--- src/rtl/iob_regfile_sp_arb.sv ---
// Two-requester arbiter in front of a single-port register file.
// Round-robin arbitration with per-requester lock and a one-cycle registered read response.
module iob_regfile_sp_arb #(
    parameter int ADDR_W = 2,
    parameter int DATA_W = 32
) (
    input  logic                clk,
    input  logic                rst,
    input  logic [1:0]          req_valid,
    input  logic [1:0]          req_we,
    input  logic [1:0]          req_lock,
    input  logic [2*ADDR_W-1:0] req_addr,
    input  logic [2*DATA_W-1:0] req_wdata,
    output logic [1:0]          req_ready,
    output logic [1:0]          rsp_valid,
    output logic [DATA_W-1:0]   rsp_data,
    output logic                rf_we,
    output logic [ADDR_W-1:0]   rf_addr,
    output logic [DATA_W-1:0]   rf_wdata,
    input  logic [DATA_W-1:0]   rf_rdata
);

    typedef enum logic [1:0] {
        IDLE  = 2'd0,
        LOCK0 = 2'd1,
        LOCK1 = 2'd2
    } state_t;

    state_t              r_state;
    logic                r_prio;
    logic [1:0]          r_rsp_valid;
    logic [DATA_W-1:0]   r_rsp_data;

    logic [1:0]          w_grant;
    logic                w_xfer;
    logic                w_g;

    // Grant is purely combinational so a request is served in the cycle it appears.
    always_comb begin
        w_grant = 2'b00;
        if (!rst) begin
            case (r_state)
                IDLE: begin
                    if (req_valid == 2'b11)
                        w_grant = r_prio ? 2'b10 : 2'b01;
                    else
                        w_grant = req_valid;
                end
                LOCK0:   w_grant = {1'b0, req_valid[0]};
                LOCK1:   w_grant = {req_valid[1], 1'b0};
                default: w_grant = 2'b00;
            endcase
        end
    end

    assign w_xfer    = |w_grant;
    assign w_g       = w_grant[1];

    assign req_ready = w_grant;
    assign rf_we     = w_xfer & req_we[w_g];
    assign rf_addr   = w_g ? req_addr[ADDR_W +: ADDR_W]  : req_addr[0 +: ADDR_W];
    assign rf_wdata  = w_g ? req_wdata[DATA_W +: DATA_W] : req_wdata[0 +: DATA_W];
    assign rsp_valid = r_rsp_valid;
    assign rsp_data  = r_rsp_data;

    always_ff @(posedge clk) begin
        if (rst) begin
            r_state     <= IDLE;
            r_prio      <= 1'b0;
            r_rsp_valid <= 2'b00;
            r_rsp_data  <= '0;
        end else begin
            r_rsp_valid <= 2'b00;
            if (w_xfer) begin
                r_prio <= ~w_g;
                if (!req_we[w_g]) begin
                    r_rsp_valid <= w_grant;
                    r_rsp_data  <= rf_rdata;
                end
                // A transfer without lock always releases back to IDLE.
                if (req_lock[w_g])
                    r_state <= w_g ? LOCK1 : LOCK0;
                else
                    r_state <= IDLE;
            end
        end
    end

endmodule

--- config.mk ---
export PLATFORM = sky130hd
export DESIGN_NAME = iob_regfile_sp_arb
export DESIGN_NICKNAME = d
export VERILOG_FILES = /design/src/rtl/iob_regfile_sp_arb.sv
export SDC_FILE = /design/constraint.sdc
export NUM_CORES = 1
export LEC_CHECK = 0
export ABC_AREA = 1
export CAP_MARGIN = 10
export CORE_MARGIN = 2
export CORE_UTILIZATION = 32
export DETAILED_ROUTE_END_ITERATION = 8
export PLACE_DENSITY = 0.85
export RECOVER_POWER = 100
export SYNTH_ARGS = -nofsm -noshare
export SYNTH_HDL_FRONTEND = slang
export SYNTH_SLANG_ARGS = --single-unit
--- constraint.sdc ---
create_clock -name clk -period 1.9 [get_ports clk]
set_clock_uncertainty 0.2 [all_clocks]
set_input_delay 0.19 -clock clk [delete_from_list [all_inputs] [get_ports clk]]
set_output_delay 0.19 -clock clk [all_outputs]
set_load 0.05 [all_outputs]
==> results of run 1 <==
-- routing by layer --
metal	vias to the layer above	track usage [%]
li1	1463	-
met1	1529	26.9
met2	225	50.5
met3	68	7.08
met4	0	13.1
met5	-	0
-- cell usage in the layout (no fill, tap or decap) --
cell / count
clkdlybuf4s50_1: 129
nand2_1: 58
nand2_4: 49
buf_12: 44
inv_1: 36
nand3_1: 35
nand2_2: 34
a21oi_1: 34
dfxtp_1: 34
nor2_1: 33
buf_4: 18
clkbuf_1: 9
clkbuf_8: 6
inv_2: 4
clkbuf_16: 4
dfxtp_2: 3
nor2_4: 2
buf_16: 2
dlygate4sd2_1: 2
buf_6: 2
diode_2: 1
nand3b_1: 1
inv_6: 1
nand3_2: 1
a21oi_4: 1
o31ai_1: 1
nor3_1: 1
clkinv_4: 1
clkinv_2: 1
dlymetal6s2s_1: 1
buf_8: 1
-- kinds of logic after synthesis --
kind of cell / count (synthesis)
buffers and inverters: 64
AOI/OAI and AO/OA: 36
DFF: 37
and+or+nand+nor: 214
-- cell type report --
class,instances,area share (%)
repair buffers,212,49.5
clock buffers,6,1.59
clock inverters,2,0.266
diodes,1,0.0483
inverters,41,3.07
flip-flops and latches,37,14.4
multi-input cells,250,29.3
well taps,77,1.86
-- state kept, by name, indices dropped and copies added, names as in the netlist --
register   count
r_prio         1
rsp_valid      2
r_state        2
rsp_data      32
-- worst max-delay path, stage by stage, from the launching register on --
cell	delay [ns]
dfxtp_2	0.34
nand3b_1	0.23
nand2_4	0.15
buf_12	0.15
clkbuf_16	0.17
nand2_1	0.10
nand2_2	0.10
buf_12	0.14
-- metrics by stage --
step           setup slack, ns  setup TNS (ns)  hold WS [ns]  std cells  util, %
6_report                -0.157           -3.78         0.142        626     82.1
2_1_floorplan          0.00348               0        0.0591        351        -
3_5_place_dp            -0.186           -8.25         0.267        601     69.1
3_3_place_gp            -0.150           -5.03         0.262        601     69.1
4_1_cts                -0.0441           -1.16         0.255        620     77.6
5_1_grt                 -0.203           -5.81         0.144        626     82.1
-- timing repair --
item / 4_1_cts / 5_1_grt
hold endpoints to repair: 0 / 0
setup buffers: 9 / 2
cloned: 3 / 4
endpoints found under the setup margin: 35 / 40
gates resized for setup: 94 / 58
pin swaps: 20 / 18
-- power by group --
| group | internal, mW | total (mW) | switching [mW] |
|---|---|---|---|
| Combinational | 0.794 | 1.79 | 0.999 |
| Sequential | 0.839 | 0.874 | 0.0356 |
| Clock | 0.294 | 0.588 | 0.294 |
| Total | 1.93 | 3.26 | 1.33 |
-- worst max path at each step --
stage	startpoint	endpoint	slack, ns
floorplan	r_state[0]$_SDFFE_PP0P_	rf_wdata[23]	0.003
global placement	req_valid[1]	rf_wdata[31]	-0.15
detailed placement	req_valid[1]	rf_wdata[31]	-0.19
CTS	r_state[0]$_SDFFE_PP0P_	rf_wdata[31]	-0.04
global route	r_state[1]$_SDFFE_PP0P_	rf_wdata[29]	-0.20
finish	r_state[1]$_SDFFE_PP0P_	rf_wdata[29]	-0.16
==> impl_metrics.ini, run 1 <==
[layout]
area_delta_synth_final_pct = 150
final_area_um2 = 5180
fin_nets = 655
seq_area_um2 = 744
nFillCells = 308
drive_gt1_share_pct = 31.8
multi_input_area_um2 = 1520

[grt]
grt_start_max_net_pins = 46
gr-total-overflow = 0
grt_pass1_vias = 3111
grt_pass1_wl_um = 15100
grt_usage_pct = 26.8
antenna_found_initial = 1

[synthesis]
synth_common_cells = 140 x nand2_1, 38 x inv_1, 37 x dfxtp_1, 35 x a21oi_1, 35 x nand3_1
synth_xor_area_share_pct = 0
synth_compound_area_share_pct = 8.81
synth_edf_count = 0
synth.area.mux_share_pct = 0
synth_warnings = 0
synth.most_common_cell = nand2_1
synth_top_area_share_pct = 35.7
yosys.area.top_type = dfxtp_1
synthAdderAreaFrac_pct = 0
synth_seq_area_share_pct = 35.7
synthDistinctLibCells = 17
synth_simple_gate_area_share_pct = 41.6
synth_nets = 459
syn_inst = 351
synth_top_flop_cell = dfxtp_1
syn-mean-instance-area_um2 = 5.91
syn-cell-area_um2 = 2070
yosys-top-cells-area = dfxtp_1 36%, nand2_1 25%, a21oi_1 8.4%
ys_ff_latch = 37
synth_top_family_by_area = simple AND/OR/NAND/NOR gates
async_flop_share_pct = 0

[timing]
finalWorstPathRequiredPeriod_ns = 2.06
fin_crit_sh_pct = 108
maxSlewHeadroom_pct = 56.1
hold_viol_final = 0
setup_viol = 39
worst_pin_slew_ns = 0.661
setup_ws_ns = -0.157
slew_violations = 0
rsz0062_at_grt = true
max_freq_ghz = 0.486

[worst_hold_path]
worst_hold_startpoint = rst
holdPathEnd = r_state[1]$_SDFFE_PP0P_
hp-class = in2reg
holdPathStages = 3

[clock_network]
cts_buffers = 5
cts_hold_buf = 0
clock_latency_ns = 0.29
cts_buffer_depth = 2
clockRootBuffer = clkbuf_8
clock_sinks = 37
clkTransAtPathRegs_ns = 0.09
cts_tree = built
ctsHtreeMaxLevel = 2

[die]
die_h_um = 84.5
num_io_pins = 179
num_rows = 29
coreArea_um2 = 6310
initial_core_util_pct = 32.9
die-area_um2 = 7140
die_x_um = 84.5

[route]
m1WireLength_um = 4170
drc = 0
dr_wl_met2_um = 6490
wl_met3_um = 950
vias = 3285
viasPerCell = 5.25
antenna_left = 0
drtIter0Drc = 238
wl_per_cell_um = 20.0
dr.pass1.iters = 6
routed.top_layer = met4
wirelength_um = 12500

[worst_setup_path]
crit_required_ns = 1.51
rrSetupSlack_ns = -0.04
rr_startpoint = r_state[1]$_SDFFE_PP0P_
cp.arrival_ns = 1.67
rr_endpoint = rsp_data[22]$_SDFFE_PP0P_
r2r_cells = 8
end_kind = output port
crit_type = reg2out
critPathLaunchType = flop
crit_path_max_fanout = 11

[placement]
dp_hpwl_um = 6590
routabilityCongestion = 0.776
dpl-instance-area_um2 = 4370
io_buffers = 178

[pwr]
ir_drop_uv = 523
power_density_nw_per_um2 = 628
power_mw = 3.26
leakage_nw = 2.47

[outcome]
status = finished, violations left
violations = negative setup slack

[flow_run]
cap_violations = 0
Power figures use the tool's default switching activity.
==> run 2, diff against run 1 <==
--- a/config.mk
+++ b/config.mk
@@ -10,7 +10,7 @@
 export CORE_MARGIN = 2
 export CORE_UTILIZATION = 32
 export DETAILED_ROUTE_END_ITERATION = 8
-export PLACE_DENSITY = 0.85
+export PLACE_DENSITY = 0.79
 export RECOVER_POWER = 100
 export SYNTH_ARGS = -nofsm -noshare
 export SYNTH_HDL_FRONTEND = slang
==> impl_metrics.ini, run 2 (synthesis results as in run 1) <==
[route]
drtIter0Drc = 56
wl_per_cell_um = 14.1
wirelength_um = 8630
drc = 0
dr.pass1.iters = 4
antenna_left = 0
vias = 2866
viasPerCell = 4.67

[outcome]
violations = negative setup slack
status = finished, violations left

[timing]
worst_pin_slew_ns = 0.663
slew_violations = 0
hold_viol_final = 0
setup_ws_ns = -0.0454
fin_crit_sh_pct = 102
worst_hold_slack_ns = 0.269
tns_ns = -0.791
maxSlewHeadroom_pct = 56.0
rsz0062_at_grt = true
finalWorstPathRequiredPeriod_ns = 1.95
max_freq_ghz = 0.514
setup_viol = 33

[placement]
dp_hpwl_um = 6490
routabilityCongestion = 0.850
io_buffers = 178
post-place-ws_ns = -0.165

[pwr]
p_sw_mw = 1.18
leakage_nw = 2.20
p_int_mw = 1.87
sw_frac_of_total_pct = 38.7
ir_drop_uv = 549
clock_power_share_pct = 18.7
p_seq_share_pct = 28.5
comb_power_share_pct = 52.7
power_density_nw_per_um2 = 641

[clock_network]
cts_tree = built
clock_sinks = 37
clockRootBuffer = clkbuf_8
clock_latency_ns = 0.28
ctsHtreeMaxLevel = 2
cts_buffers = 5
cts_buffer_depth = 2
clkTransAtPathRegs_ns = 0.07

[worst_setup_path]
critPathLaunchType = input port
crit_type = in2out
crit_path_max_fanout = 4
end_kind = output port
cp.arrival_ns = 1.56
crit_required_ns = 1.51
rrSetupSlack_ns = 0.06

[grt]
grt_usage_pct = 23.3
grt_pass1_vias = 2941
antenna_found_initial = 0
grt_start_max_net_pins = 38
gr-total-overflow = 0
grt_pass1_wl_um = 13300

[die]
coreArea_um2 = 6310
die-area_um2 = 7140
die_h_um = 84.5
num_io_pins = 179
num_rows = 29
initial_core_util_pct = 32.9
die_x_um = 84.5

[layout]
most-common-layout-cells = 135 x clkdlybuf4s50_1, 73 x nand2_1, 66 x nand2_2, 42 x buf_12, 38 x inv_1
area_delta_synth_final_pct = 130
nFillCells = 462
fin_nets = 644
drive_gt1_share_pct = 26.8
largest_reg_flops = 32
layout_commonest_cell = clkdlybuf4s50_1
antenna_cells = 0

[worst_hold_path]
hp-class = in2reg

[flow_run]
cap_violations = 0
==> run 2: cell type report <==
type	count	area (um^2)	area share, %
clock buffer	6	82.6	1.73
clock inverter	2	13.8	0.289
inverter	41	161	3.39
multi-input combinational	250	1240	26.0
sequential	37	744	15.6
tap	77	96.3	2.02
timing repair buffer	201	2430	50.9
==> run 2: worst paths after layout <==
kind                             startpoint                   endpoint  cells past startpoint
hold / removal                  req_lock[1]    r_state[1]$_SDFFE_PP0P_                      3
setup reg to reg    r_state[1]$_SDFFE_PP0P_  rsp_data[20]$_SDFFE_PP0P_                      9
setup / recovery                        rst               req_ready[0]                      7
hold reg to reg   rsp_data[14]$_SDFFE_PP0P_  rsp_data[14]$_SDFFE_PP0P_                      2
==> run 2: worst max-delay path: stages <==
cell	delay (ns)
clkdlybuf4s50_1	0.52
buf_4	0.16
inv_2	0.05
nand3_2	0.07
clkbuf_1	0.23
inv_1	0.15
buf_12	0.18
==> run 2: metrics by stage <==
step | cells | power, mW | area [um^2] | util, %
floorplan | 351 | 1.65 | 2100 | -
global placement | 599 | 2.39 | 4400 | 69.7
detailed placement | 599 | 2.41 | 4400 | 69.7
CTS | 613 | 3.05 | 4700 | 74.4
global route | 614 | 3.20 | 4770 | 75.5
finish | 614 | 3.05 | 4770 | 75.5
==> run 2: layer usage <==
| layer | vias up | track usage [%] | wire length [um] |
|---|---|---|---|
| met5 | - | 0 | 0 |
| met4 | 0 | 12.3 | 372 |
| met3 | 21 | 6.39 | 586 |
| met2 | 124 | 44.2 | 4610 |
| met1 | 1282 | 22.7 | 3060 |
| li1 | 1439 | - | - |
==> run 2: repair_timing <==
action	in CTS	in global routing
endpoints found under the setup margin	36	46
pin swaps	5	4
buffers inserted	3	0
hold buffers	0	0
gates cloned	3	1
gates resized for setup	51	24
==> run 2: power by group through the flow <==
stage	Sequential [mW]	Combinational (mW)	Clock, mW
2_1_floorplan	1.09	0.565	0
3_3_place_gp	0.885	1.51	0
3_5_place_dp	0.888	1.53	0
4_1_cts	0.871	1.60	0.586
5_1_grt	0.879	1.69	0.629
6_report	0.871	1.61	0.572
